`config.mk`:
```
export PLATFORM = sky130hd
export DESIGN_NAME = keypad_scanner
export DESIGN_NICKNAME = d
export VERILOG_FILES = /design/src/rtl/keypad_scanner.sv
export SDC_FILE = /design/constraint.sdc
export NUM_CORES = 1
export LEC_CHECK = 0
export ABC_CLOCK_PERIOD_IN_PS = 18200
export BUFFER_PORTS_ARGS = -buffer_cell sky130_fd_sc_hd__buf_2
export CAP_MARGIN = 20
export CORE_MARGIN = 3
export CORE_UTILIZATION = 68
export CTS_CLUSTER_SIZE = 28
export DETAILED_ROUTE_END_ITERATION = 8
export PLACE_DENSITY = 0.86
export SKIP_LAST_GASP = 1
export SYNTH_ARGS = -nofsm -noshare
export SYNTH_HDL_FRONTEND = slang
export SYNTH_SLANG_ARGS = --single-unit
```
`constraint.sdc`:
```
create_clock -name clk -period 18.2 [get_ports clk]
set_input_delay 0.91 -clock clk [delete_from_list [all_inputs] [get_ports clk]]
set_output_delay 0.91 -clock clk [all_outputs]
set_load 0.03 [all_outputs]
```
`src/rtl/keypad_scanner.sv`:
```
// 4x4 matrix keypad scanner with scan debouncing and a 4-entry key FIFO.
// Rows are driven one at a time; a full scan is classified once per pass.
module keypad_scanner #(
    parameter int SCAN_DIV = 50000,
    parameter int DEBOUNCE = 4
) (
    input  logic       clk,
    input  logic       rst_n,
    output logic [3:0] rows,
    input  logic [3:0] cols,
    output logic [3:0] key_code,
    output logic       key_ready,
    input  logic       key_pop,
    output logic       overflow,
    input  logic       ovf_clr
);

    localparam int DW = (SCAN_DIV > 1) ? $clog2(SCAN_DIV) : 1;
    localparam logic [DW-1:0] DIV_LAST = DW'(SCAN_DIV - 1);
    localparam logic [3:0] DEB = 4'(DEBOUNCE);

    localparam logic [1:0] S_IDLE    = 2'd0;
    localparam logic [1:0] S_CONFIRM = 2'd1;
    localparam logic [1:0] S_HELD    = 2'd2;

    logic [3:0]    sync1;
    logic [3:0]    sync2;
    logic [DW-1:0] div;
    logic [1:0]    row;
    logic          row_end;
    logic          scan_end;
    logic [11:0]   seen;
    logic [15:0]   scan;
    logic [4:0]    nkeys;
    logic [3:0]    code;

    logic [1:0] state;
    logic [1:0] state_n;
    logic [3:0] cand;
    logic [3:0] cand_n;
    logic [3:0] cnt;
    logic [3:0] cnt_n;
    logic [3:0] rel;
    logic [3:0] rel_n;
    logic       push;

    logic [3:0] mem [4];
    logic [1:0] wp;
    logic [1:0] rp;
    logic [2:0] count;
    logic       pop;
    logic       full;
    logic       wr;
    logic       drop;

    always_ff @(posedge clk) begin
        if (!rst_n) begin
            sync1 <= 4'hF;
            sync2 <= 4'hF;
        end else begin
            sync1 <= cols;
            sync2 <= sync1;
        end
    end

    assign row_end  = (div == DIV_LAST);
    assign scan_end = row_end && (row == 2'd3);
    assign rows     = ~(4'b0001 << row);

    always_ff @(posedge clk) begin
        if (!rst_n) begin
            div <= '0;
            row <= 2'd0;
        end else if (row_end) begin
            div <= '0;
            row <= row + 2'd1;
        end else begin
            div <= div + DW'(1);
        end
    end

    // Rows 0..2 are latched; row 3 joins them live at the scan-end sample.
    always_ff @(posedge clk) begin
        if (!rst_n) begin
            seen <= '0;
        end else if (row_end) begin
            case (row)
                2'd0:    seen[3:0]  <= ~sync2;
                2'd1:    seen[7:4]  <= ~sync2;
                2'd2:    seen[11:8] <= ~sync2;
                default: seen       <= seen;
            endcase
        end
    end

    assign scan = {~sync2, seen};

    always_comb begin
        nkeys = 5'd0;
        code  = 4'd0;
        for (int i = 0; i < 16; i++) begin
            if (scan[i]) begin
                nkeys = nkeys + 5'd1;
                code  = 4'(i);
            end
        end
    end

    always_comb begin
        state_n = state;
        cand_n  = cand;
        cnt_n   = cnt;
        rel_n   = rel;
        push    = 1'b0;
        if (scan_end) begin
            case (state)
                S_IDLE: begin
                    if (nkeys == 5'd1) begin
                        cand_n = code;
                        if (DEB == 4'd1) begin
                            push    = 1'b1;
                            state_n = S_HELD;
                            cnt_n   = 4'd0;
                            rel_n   = 4'd0;
                        end else begin
                            cnt_n   = 4'd1;
                            state_n = S_CONFIRM;
                        end
                    end
                end
                S_CONFIRM: begin
                    if (nkeys == 5'd1 && code == cand) begin
                        if (cnt + 4'd1 == DEB) begin
                            push    = 1'b1;
                            state_n = S_HELD;
                            cnt_n   = 4'd0;
                            rel_n   = 4'd0;
                        end else begin
                            cnt_n = cnt + 4'd1;
                        end
                    end else begin
                        state_n = S_IDLE;
                        cnt_n   = 4'd0;
                    end
                end
                S_HELD: begin
                    if (nkeys == 5'd0) begin
                        if (rel + 4'd1 == DEB) begin
                            state_n = S_IDLE;
                            rel_n   = 4'd0;
                        end else begin
                            rel_n = rel + 4'd1;
                        end
                    end else begin
                        rel_n = 4'd0;
                    end
                end
                default: begin
                    state_n = S_IDLE;
                    cnt_n   = 4'd0;
                    rel_n   = 4'd0;
                end
            endcase
        end
    end

    always_ff @(posedge clk) begin
        if (!rst_n) begin
            state <= S_IDLE;
            cand  <= 4'd0;
            cnt   <= 4'd0;
            rel   <= 4'd0;
        end else begin
            state <= state_n;
            cand  <= cand_n;
            cnt   <= cnt_n;
            rel   <= rel_n;
        end
    end

    // A pop in the same cycle frees the slot a push into a full FIFO needs.
    assign pop  = key_pop && (count != 3'd0);
    assign full = (count == 3'd4);
    assign wr   = push && (!full || pop);
    assign drop = push && full && !pop;

    always_ff @(posedge clk) begin
        if (wr) begin
            mem[wp] <= cand_n;
        end
    end

    always_ff @(posedge clk) begin
        if (!rst_n) begin
            wp       <= 2'd0;
            rp       <= 2'd0;
            count    <= 3'd0;
            overflow <= 1'b0;
        end else begin
            if (wr) begin
                wp <= wp + 2'd1;
            end
            if (pop) begin
                rp <= rp + 2'd1;
            end
            count    <= count + {2'b00, wr} - {2'b00, pop};
            overflow <= drop | (overflow & ~ovf_clr);
        end
    end

    assign key_ready = (count != 3'd0);
    assign key_code  = key_ready ? mem[rp] : 4'h0;

endmodule

```
# Yosys cells after proc, flatten, opt, wreduce, memory -nomap -nowiden
# Memory sizes are Yosys's and may differ from the RTL's. A register that Yosys moved wholly into a read port is not among the register bits.
# Cells that the tools add are included.
# Widths: inputs -> output; s select.
[word_totals]
word_cells = 143
register_bits = 60
in_bits = 8
output_inout_bits = 10
memories = 1
ramBits = 16
[memory_table]
columns = ["memory", "depth", "width", "read_ports", "rd_ports_with_merged_regs", "wr", "line", "text"]
rows = [
  ["mem", 4, 4, 1, 1, 1, "47", "logic [3:0] mem [4];"],
]
[classes]
n_reduce_logical = 20
eq_ne = 17
shifts = 1
muxes = 58
bitwise = 8
add_sub_neg = 23
[ops]
columns = ["op", "count"]
rows = [
  ["$mux 4", 25],
  ["$add 5x1->5 const B", 15],
  ["$mux 5", 15],
  ["$pmux 4 s3", 2],
  ["$add 16x1->16 const B", 1],
  ["$eq 16x16->1 const B", 1],
  ["$mux 2", 7],
  ["$ne 2x2->1 const B", 5],
  ["$add 4x1->4 const B", 2],
  ["$eq 4x3->1 const B", 2],
  ["$mux 1", 8],
  ["$not 4->4", 2],
  ["$add 2x1->2 const B", 3],
  ["$eq 2x2->1 const B", 3],
  ["$logic_and 1x1->1", 6],
  ["$pmux 2 s3", 1],
  ["$reduce_and 2->1", 3],
  ["$eq 5x1->1 const B", 1],
  ["$logic_not 5->1", 1],
  ["$reduce_and 5->1", 1],
  ["$eq 2x1->1 const B", 2],
  ["$eq 4x4->1", 1],
  ["$logic_not 2->1", 2],
  ["$not 1->1", 4],
  ["13 further kinds", 14],
]

# Logic depth before layout (Yosys ltp)
# Gate-level depths: netlist of run 1.
[logic_depth]
word_depth = 39
ltp_mapped = 57
mapped_depth_nobuf = 55

# Worst setup path before layout of run 1
# No wires, ideal clock.
[synth_path]
path_kind = "register to register"
startpoint = "register seen[0]"
endpoint = "register count[2]"
n_path_buf = 2
path_slack_ns = 7.797
period_less_slack_ns = 10.403
arrival_time_ns = 10.275
path_stages_with_launch = 57
t_required_ns = 18.072
setup_time_ns = 0.128
path_cell_list = "dfxtp_1 > inv_1 > ha_1 > xor2_1 > ha_1 > nand2_1 > o31ai_1 > ha_1 > nand2b_1 > o21a_1 > ha_1 > mux2_2 > and2_1 > clkbuf_1 > ha_1 > nand2b_1 > o21a_1 > ha_1 > [... 21 more ...] > nor2b_1 > xnor2_1 > xnor2_1 > xor2_1 > a32oi_1 > a211oi_2 > mux2i_2 > or4b_1 > buf_2 > or2_1 > ha_1 > inv_1 > ha_1 > inv_1 > fa_1 > xor2_1 > xnor2_1 > nor2_1"
[synth_between]
elab_chain_len = 39
[synth_rtl]
columns = ["element", "line", "text"]
rows = [
  ["start: declaration", "32", "logic [11:0] seen;"],
  ["start signal: assignment", "88", "2'd0: seen[3:0] <= ~sync2;"],
  ["start signal: assignment", "91", "default: seen <= seen;"],
  ["$mux 1 *", "102", "if (scan[i]) begin"],
  ["$add 5x1->5", "103", "nkeys = nkeys + 5'd1;"],
  ["$mux 5 *", "102", ""],
  ["$add 5x1->5", "103", ""],
  ["$mux 5 *", "102", ""],
  ["$add 5x1->5", "103", ""],
  ["$mux 5 *", "102", ""],
  ["$add 5x1->5", "103", ""],
  ["[... 23 more ...]", "-", ""],
  ["$eq 5x1->1 *", "132", "if (nkeys == 5'd1 && code == cand) begin"],
  ["$logic_and 1x1->1 *", "132", ""],
  ["$mux 1 *", "132", ""],
  ["$mux 1 *", "116", "case (state)"],
  ["$mux 1 *", "115", "if (scan_end) begin"],
  ["$logic_and 1x1->1 *", "184", "assign wr = push && (!full || pop);"],
  ["$add 3x1->3 *", "206", "count <= count + {2'b00, wr} - {2'b00, pop};"],
  ["$sub 3x1->3 *", "206", ""],
  ["end signal: assignment", "206", ""],
  ["end: declaration", "50", "logic [2:0] count;"],
]
# Every way passes the cells marked *; elsewhere a longest branch is shown, timed or not.
# A chain may end at the register's enable or synchronous reset.

# Worst setup path in the final report of run 1
# Same ends and word-level chain as after synthesis.

==> metrics.txt, run 1 <==
Total GRT Usage=0.241; ANT nets after route=0; DRC violation count after routing=0; status=finished, final reports clean; core area=7290 um^2; vias in the first global route=3794; Root Driver=clkbuf_8; vias=4019; worst relative slew slack=0.264; CTS Sinks=78; GR Layer Usage met3=0.0357; max incr delay on CP=660 ps; largest net degree at the start of global routing=32; Cells after Synth=570; number of enable flip-flop cells after synthesis=16; # port buffers=17; setup fix buffers added after clock tree synthesis=0; worst hold path class=flop to flop; final setup vio count=0; die height=92.8 um; Net Count, Synth=608; max_cap viols=0; Sw Share=0.307; Non-Filler Instances=673; register area share after synthesis=0.336; Routability Congestion=0.842; detailed-route vias per instance=5.97; Fin. Hold Viols=0; total power=0.378 mW; Placed Instances=657; 1st-pass router iterations=5; CP arrival=11730 ps; # rows=31; P_int=0.262 mW; Critical-path top delay cell=or4b_1; CTS tree=built; crit-path max FO=10; first-pass GRT wire length=17000 um; Clock Skews=10.3 ps; area grow syn2layout=5.42%; Leak=2.13 nW; CTS clk-pin slew, worst paths=90 ps; Num CTS Buffers=9; Synth Flop Type=dfxtp_1; IO Count=18; sequential share of power=0.505; synth warn=0; Synth area leaders=dfxtp_1 24%, edfxtp_1 9.4%, ha_1 7.1%; FF+latch count, synth=78; Synth top area share=0.242; Fin Setup TNS=0 ps; Die Area=8610 um^2; drt wl/cell=14.5 um; overall routed net length=9760 um; initial antenna violation count=0; Post-Syn Area=5120 um^2; peak supply drop=71.5 uV; r2r worst-path depth=54; FFs w/ async S/R, synth=0; ant diodes=0; Clk pwr share=0.323; power per cell area=69.9 nW/um^2; RSZ-0062 raised after global routing=no; post-CTS resize count=0; Clock Path Buffers=2; Initial DRC Count=210; Post-layout nets=607; Clk Latency, worst-skew pair=350 ps; synth cell count leaders=69 x nor2_1, 62 x dfxtp_1, 33 x nand2_1; Overflow after GRT=0; Final Cycle Share=0.633; Net Sw Power=0.116 mW; worst slew pin tran=1090 ps; combinational share of power=0.172; Top cell by count, worst path=ha_1; Hold Crit Depth=1; H-tree depth=3; fill count=545; Critical Path End Type=flop; Fmax achieved=86.8 MHz; met1 Usage GRT=0.308; share of post-route cells with drive strength above 1=0.0993; GRT Max-Usage Layer=met2; minimum clock period after layout=11530 ps; most common cell in the netlist=nor2_1; WS Path Type=flop to flop; required time worst endpoint=18410 ps; Syn Area/Cell=8.99 um^2; max-slew violations=0; dpl hpwl=7260 um; Synth area leader=dfxtp_1; CP startpoint kind=flop; Yosys cell types=70; Hold Buf Count CTS=0; die width=92.8 um; Initial Utilization=0.703; met2 usage=0.422
-- power by group through the flow --
| stage | sequential [mW] | clock, mW | combinational [mW] |
|---|---|---|---|
| after floorplan | 0.192 | 0 | 0.0530 |
| after global placement | 0.195 | 0 | 0.0633 |
| after detailed placement | 0.195 | 0 | 0.0661 |
| after CTS | 0.191 | 0.125 | 0.0662 |
| after global routing | 0.192 | 0.131 | 0.0721 |
| final | 0.191 | 0.122 | 0.0650 |
-- state kept, by name, summed over array words and instances, names as in the netlist, named ones only --
signal,cells
seen,12
rp,2
row,2
state,2
wp,2
overflow,1
mem,16
cand,4
div,16
sync1,4
sync2,4
count,3
rel,4
cnt,4
-- critical path, delay by kind of cell, from the launching register on --
kind	cells	cell delay (ps)
buffers and inverters	3	160
adders and majority gates	16	4570
muxes	3	800
AOI/OAI and AO/OA	10	1620
DFF	1	370
xor gates and xnor gates	6	1050
and+or+nand+nor	16	2840
-- layout make-up --
class                   count  area [um^2]  area share
multi-input cells         438         3190       0.590
repair buffers             18         92.6      0.0171
clock buffers               9          124      0.0229
inverters                  24         90.1      0.0167
flip-flops and latches     78         1720       0.319
well taps                  99          124      0.0229
clock inverters             7         62.6      0.0116
-- cells by family (layout without fill, tap and decap cells) --
group / Yosys count / count (layout) / synth area share
adder cells (fa/ha/maj): 30 / 30 / 0.0747
flip-flops: 78 / 78 / 0.336
multiplexers: 15 / 15 / 0.0403
XOR/XNOR: 70 / 70 / 0.145
buffers and inverters: 54 / 58 / 0.0420
AO/OA/AOI/OAI: 96 / 96 / 0.133
AND/OR/NAND/NOR: 227 / 227 / 0.229
-- final timing paths --
check                        from                   to  slack (ps)
min reg2reg   sync1[3]$_SDFF_PN1_  sync2[3]$_SDFF_PN1_         410
max          seen[0]$_SDFFE_PN0P_  count[2]$_SDFF_PN0_        6670
max reg2reg  seen[0]$_SDFFE_PN0P_  count[2]$_SDFF_PN0_        6670
min           sync1[3]$_SDFF_PN1_  sync2[3]$_SDFF_PN1_         410
-- routing by layer --
| metal | part of all wire | vias up | wire length (um) |
|---|---|---|---|
| li1 | - | 2017 | - |
| met1 | 0.44 | 1882 | 4260 |
| met2 | 0.51 | 104 | 4970 |
| met3 | 0.042 | 16 | 408 |
| met4 | 0.013 | 0 | 125 |
| met5 | 0 | - | 0 |
-- metrics by stage --
step                 util  setup slack, ps  instance area [um^2]  hold WS [ps]
global placement    0.715             7460                  5220           389
CTS                 0.741             6710                  5400           415
finish              0.741             6670                  5400           405
floorplan               -             7800                  5120           386
global route        0.741             5820                  5400           435
detailed placement  0.715             6780                  5220           396
-- placed cells by master, fill, tap and decap left out, drive strengths merged, types with 9 or more instances in the layout --
cell type | synthesis | final
a21oi | 20 | 20
xor2 | 29 | 29
o21ai | 13 | 13
edfxtp | 16 | 16
nor2b | 9 | 9
clkbuf | 21 | 9
mux2i | 9 | 9
nand2 | 33 | 33
ha | 29 | 29
xnor2 | 34 | 34
nor3 | 11 | 11
buf | 9 | 18
and2 | 14 | 14
nand4 | 12 | 12
dfxtp | 62 | 62
nand3 | 24 | 24
nand2b | 14 | 14
a211oi | 18 | 18
nor2 | 69 | 69
nor3b | 10 | 10
inv | 24 | 29
Note: power is estimated with default switching activity, not from simulation.
==> run 2, diff against run 1 <==
ABC_CLOCK_PERIOD_IN_PS = 11200   (was 18200)
CORE_UTILIZATION = 63   (was 68)
PLACE_DENSITY = 0.81   (was 0.86)
clock period = 11.2 ns   (was 18.2 ns; I/O delays follow)
==> run 2 against run 1 <==
Compared with the run above: count of clock-buffer cells in the layout did not move; power rose by 73%; wire length rose by 9.6%; sequential power rose by 63%; combinational power rose by 69%; flip-flop and latch count did not move; global-route usage fell by 0.26 points; worst hold slack got worse by 22 ps; clock power rose by 90%; maximum frequency rose by 8.4%; highest routed layer unchanged.
==> metrics.txt, run 2 (same netlist as run 1, synthesis figures left out) <==
status=finished, final reports clean; post-layout util=0.723 (-0.0178); max_cap viols=0 (unchanged); die height=96.2 um (+3.6%); power per cell area=116 nW/um^2 (+66%); # rows=32 (+3.2%); Overflow after GRT=0 (unchanged); CTS Sinks=78 (unchanged); Total GRT Usage=0.238 (-0.00263); 1st-pass router iterations=6 (+1); H-tree depth=3 (unchanged); CTS clk-pin slew, worst paths=80 ps (about the same); Clock Skews=10.3 ps (-0.0117 ps); max incr delay on CP=530 ps (-130 ps); drt wl/cell=15.5 um (+7.0%); WS Path Type=flop to flop; largest net degree at the start of global routing=32 (unchanged); share of post-route cells with drive strength above 1=0.150 (+0.0506); Net Sw Power=0.185 mW (+60%); dpl cell area=5220 um^2 (about the same); Largest regs=div x16, mem x16, seen x12; ANT nets after route=0 (unchanged); minimum clock period after layout=10630 ps (-893 ps); commonest non-fill, non-tap cell in the layout=nor2_1; Routability Congestion=0.958 (+14%); max-slew violations=0 (unchanged); ant diodes=0 (unchanged); Num CTS Buffers=9 (unchanged); commonest non-fill, non-tap cells in the layout=68 x nor2_1, 59 x dfxtp_1, 32 x nand2_1; vias in the first global route=3942 (+3.9%); CP startpoint kind=flop; DP Worst Slack=-37.2 ps (-6810 ps); dpl hpwl=7560 um (+4.2%); Clk pwr share=0.355 (+0.032); Fin Setup TNS=0 ps (unchanged); IO Count=18 (unchanged); crit-path max FO=7 (-3); design area=5650 um^2 (+4.5%); Fin. Hold Viols=0 (unchanged); Critical-path top delay cell=or4b_4; peak supply drop=81.6 uV (+14%); Root Driver=clkbuf_8; Leak=2.21 nW (+3.7%); Die Area=9250 um^2 (+7.4%); final setup margin=568 ps (-6110 ps); final setup vio count=0 (unchanged); area grow syn2layout=10.2%; Fmax achieved=94.1 MHz (+8.4%); detailed-route vias per instance=6.05 (+1.3%); Clock Path Buffers=2 (unchanged); Crit path buffers/inverters=4 (+1); CP arrival=10850 ps (-880 ps); combinational share of power=0.169 (-0.003); CTS tree=built; Post-layout nets=620 (+2.1%); Critical Path End Type=flop; worst hold path class=input port to flop; core area=7810 um^2 (+7.1%); P_int=0.469 mW (+79%); Hold Buf Count CTS=0 (unchanged); overall routed net length=10700 um (+9.6%); DRC violation count after routing=0 (unchanged); Initial DRC Count=230 (+9.5%); required time worst endpoint=11410 ps (-7000 ps); Top cell by count, worst path=ha_1; worst relative slew slack=0.272 (+0.00803); Sw Share=0.283 (-0.0232); Clk Latency, worst-skew pair=360 ps (about the same); sequential share of power=0.476 (-0.029); worst slew pin tran=1090 ps (+2.10 ps); # port buffers=17 (unchanged); Initial Utilization=0.656 (-0.0464); initial antenna violation count=0 (unchanged); reg2reg setup slack=570 ps (-6110 ps); crit-path leading delay family=adder cells; vias=4169 (+3.7%); first-pass GRT wire length=17500 um (+2.5%); die width=96.2 um (+3.6%); Final Cycle Share=0.949 (+0.316)
## run 2: cell count changes in the layout (fill, tap and decap cells not counted), moves of 2 or more
cell | previous run | this run
inv_6 | 4 | 1
bufinv_16 | 0 | 2
mux2i_1 | 8 | 6
nor2b_1 | 9 | 7
dfxtp_1 | 62 | 59
ha_4 | 0 | 2
a21oi_1 | 19 | 17
buf_4 | 1 | 13
dfxtp_2 | 0 | 3
mux2i_4 | 0 | 3
ha_1 | 29 | 26
a21oi_2 | 1 | 3
## run 2: per-stage QoR
stage	hold slack [ps]	power, mW	std cells
2_1_floorplan	386	0.399	570
3_3_place_gp	389	0.420	660
3_5_place_dp	392	0.425	660
4_1_cts	374	0.654	676
5_1_grt	390	0.682	689
6_report	383	0.654	689
## run 2: routing by layer
metal	up-vias	wire, um	track usage
met2	106	5370	0.415
met1	1996	4620	0.292
met3	26	450	0.0422
met4	0	251	0.0912
li1	2041	-	-
met5	-	0	0
## run 2: power groups by stage
stage	clock, mW	sequential [mW]	combinational (mW)
6_report	0.232	0.311	0.110
5_1_grt	0.246	0.313	0.123
4_1_cts	0.236	0.311	0.108
3_5_place_dp	0	0.317	0.107
3_3_place_gp	0	0.316	0.104
2_1_floorplan	0	0.312	0.0861
## run 2: final cells by class
class                      instances  area (um^2)
clock inverter                     7         96.3
multi-input combinational        438         3290
sequential                        78         1730
clock buffer                       9          124
fill                             593         2160
timing repair buffer              31          188
inverter                          24         90.1
tap                              102          128
## run 2: path summary, 6_finish.rpt
path / from / to / cells past startpoint
min reg2reg: sync1[3]$_SDFF_PN1_ / sync2[3]$_SDFF_PN1_ / 1
max: seen[1]$_SDFFE_PN0P_ / count[2]$_SDFF_PN0_ / 54
max reg2reg: seen[1]$_SDFFE_PN0P_ / count[2]$_SDFF_PN0_ / 54
min: cols[3] / sync1[3]$_SDFF_PN1_ / 2
## run 2: worst register-to-register path, delay by kind of cell (launching register included)
family	cells	cell delay [ps]
adder cells (fa/ha/maj)	17	4780
AND/OR/NAND/NOR	16	2380
AO/OA/AOI/OAI	10	1510
multiplexers	4	780
XOR/XNOR	3	470
flip-flops	1	360
buffers and inverters	4	250
## run 2: repair_timing
item,CTS,global route
resized for setup,2,23
pin swaps,0,5
setup buffers,0,12
endpoints found under the setup margin,1,19
==> run 3, diff against run 2 <==
ABC_AREA = 1   (was default)
==> run 3 against run 2 <==
Compared with the run above: area after synthesis grew 4.2%; register-to-register slack better by 1200 ps; power increased by 4.8%; sequential share of layout area fell by 0.84 points; via count grew 18%.
==> metrics.txt, run 3 <==
largest net degree at the start of global routing=28 (-13%); fill count=690 (+16%); die width=98.0 um (+1.9%); Final Cycle Share=0.844 (-0.105); worst hold path class=input port to flop; Root Driver=clkbuf_8; setup fix buffers added after clock tree synthesis=0 (unchanged); synth cell count leaders=175 x nand2_1, 141 x inv_1, 86 x nor2_1; P_int=0.499 mW (+6.5%); Largest regs=div x16, mem x16, seen x12; crit-path max FO=8 (+1); synth warn=0 (unchanged); max-slew violations=0 (unchanged); Clock Skews=8.18 ps (-2.09 ps); CP arrival=9740 ps (-1110 ps); r2r worst-path depth=59 (+9.3%); dpl hpwl=8410 um (+11%); Sw Share=0.272 (-0.0116); ant diodes=0 (unchanged); Net Count, Synth=839 (+38%); WS Path Type=flop to flop; Critical Path End Type=flop; power per cell area=118 nW/um^2 (+2.1%); Syn Area/Cell=6.66 um^2 (-26%); most common cell in the netlist=nand2_1; register area share after synthesis=0.323 (-0.0134); # rows=32 (unchanged); Clk pwr share=0.401 (+0.046); Placed Instances=913 (+38%); H-tree depth=3 (unchanged); max_cap viols=0 (unchanged); post-CTS resize count=0 (-2); combinational share of power=0.152 (-0.017); peak supply drop=106 uV (+30%); FFs w/ async S/R, synth=0 (unchanged); Critical-path top delay cell=fa_1; vias in the first global route=4491 (+14%); worst slew pin tran=565 ps (-526 ps); Post-layout nets=860 (+39%); area grow syn2layout=8.53%; final setup margin=1750 ps (+1180 ps); overall routed net length=10700 um (about the same); number of enable flip-flop cells after synthesis=16 (unchanged); Initial Utilization=0.670 (+0.0135); Yosys cell types=39 (-44%); Net Sw Power=0.186 mW (+0.46%); commonest non-fill, non-tap cells in the layout=175 x nand2_1, 141 x inv_1, 86 x nor2_1; ANT nets after route=0 (unchanged); # port buffers=17 (unchanged); Synth Flop Type=dfxtp_1; CP startpoint kind=flop; final setup vio count=0 (unchanged); CTS clk-pin slew, worst paths=80 ps (about the same); 1st-pass router iterations=5 (-1); required time worst endpoint=11480 ps (+70 ps); drt wl/cell=11.5 um (-26%); minimum clock period after layout=9450 ps (-1180 ps); DP Worst Slack=1800 ps (+1840 ps); DRC violation count after routing=0 (unchanged); Hold Buf Count CTS=0 (unchanged); Clk Latency, worst-skew pair=350 ps (about the same); Total GRT Usage=0.231 (-0.00752); vias=4910 (+18%); FF+latch count, synth=78 (unchanged); CTS Sinks=78 (unchanged); Routability Congestion=0.819 (-15%); Overflow after GRT=0 (unchanged); Fin Setup TNS=0 ps (unchanged); max incr delay on CP=370 ps (-160 ps); Num CTS Buffers=9 (unchanged); Post-Syn Area=5340 um^2 (+4.2%); first-pass GRT wire length=18900 um (+8.2%); Non-Filler Instances=929 (+35%); Cells after Synth=801 (+41%); Fmax achieved=106 MHz (+12%); Synth area leader=dfxtp_1; Synth area leaders=dfxtp_1 23%, nand2_1 12%, inv_1 9.9%; die height=98.0 um (+1.9%); Die Area=9610 um^2 (+3.9%); detailed-route vias per instance=5.29 (-13%); commonest non-fill, non-tap cell in the layout=nand2_1; Initial DRC Count=287 (+25%); Clock Path Buffers=2 (unchanged); IO Count=18 (unchanged); Fin. Hold Viols=0 (unchanged); status=finished, final reports clean; Synth top area share=0.233 (-0.00965); initial antenna violation count=0 (unchanged); CTS tree=built; sequential share of power=0.448 (-0.028); RSZ-0062 raised after global routing=no; worst relative slew slack=0.620 (+0.348); Leak=2.97 nW (+34%); core area=7970 um^2 (+2.1%); Hold Crit Depth=2 (unchanged); share of post-route cells with drive strength above 1=0.131 (-0.0193)
-- run 3: changes by cell type in the layout (fill, tap and decap cells not counted), sizes merged, moves of 10 or more --
cell / previous run / this run
a211oi: 18 / 2
a21oi: 20 / 54
and2: 14 / 0
buf: 30 / 17
inv: 25 / 149
nand2: 33 / 213
nand2b: 14 / 0
nand3: 24 / 64
nor2: 69 / 88
nor3b: 10 / 0
o21ai: 13 / 41
xnor2: 34 / 5
xor2: 29 / 8
-- run 3: per-stage QoR --
step / hold WS, ps / area, um^2 / utilization / total power [mW]
6_report: 393 / 5790 / 0.727 / 0.685
3_3_place_gp: 399 / 5520 / 0.693 / 0.410
4_1_cts: 379 / 5790 / 0.727 / 0.689
2_1_floorplan: 393 / 5340 / - / 0.387
5_1_grt: 393 / 5790 / 0.727 / 0.713
3_5_place_dp: 406 / 5520 / 0.693 / 0.414
-- run 3: path summary, 6_finish.rpt --
path | to | slack [ps] | startpoint
setup / recovery | count[2]$_SDFF_PN0_ | 1750 | seen[1]$_SDFFE_PN0P_
hold / removal | sync1[1]$_SDFF_PN1_ | 390 | cols[1]
setup reg to reg | count[2]$_SDFF_PN0_ | 1750 | seen[1]$_SDFFE_PN0P_
hold reg to reg | sync2[0]$_SDFF_PN1_ | 420 | sync1[0]$_SDFF_PN1_
-- run 3: area by class of cell --
cell class / count / area (um^2) / share of cell area
clock buffers: 9 / 124 / 0.0214
clock inverters: 7 / 146 / 0.0253
inverters: 151 / 568 / 0.0981
multi-input cells: 565 / 3020 / 0.521
flip-flops and latches: 78 / 1720 / 0.297
well taps: 102 / 128 / 0.0220
repair buffers: 17 / 85.1 / 0.0147
-- run 3: power by group through the flow --
stage | combinational [mW] | clock, mW | sequential (mW)
finish | 0.104 | 0.274 | 0.307
global route | 0.114 | 0.291 | 0.308
CTS | 0.104 | 0.278 | 0.306
detailed placement | 0.102 | 0 | 0.313
global placement | 0.0980 | 0 | 0.312
floorplan | 0.0793 | 0 | 0.307
-- run 3: kinds of logic (layout without fill, tap and decap cells) --
group / Yosys count / after routing / share of synthesized area
DFF: 78 / 78 / 0.323
AOI/OAI and AO/OA: 105 / 105 / 0.104
adders and majority gates: 30 / 30 / 0.0717
xor gates and xnor gates: 13 / 13 / 0.0213
and+or+nand+nor: 417 / 417 / 0.369
buffers and inverters: 158 / 184 / 0.112
-- run 3: layer usage --
layer,part of all wire,vias to the layer above,global-route usage
met2,0.46,98,0.387
met1,0.48,2207,0.307
met4,0.011,0,0.0490
met5,0,-,0
met3,0.044,14,0.0500
li1,-,2591,-
-- run 3: critical path, delay by kind of cell, from the launching register on --
family | cells | cell delay [ps]
adder cells (fa/ha/maj) | 17 | 4660
XOR/XNOR | 1 | 190
AND/OR/NAND/NOR | 29 | 3090
buffers and inverters | 8 | 630
AO/OA/AOI/OAI | 4 | 480
flip-flops | 1 | 340
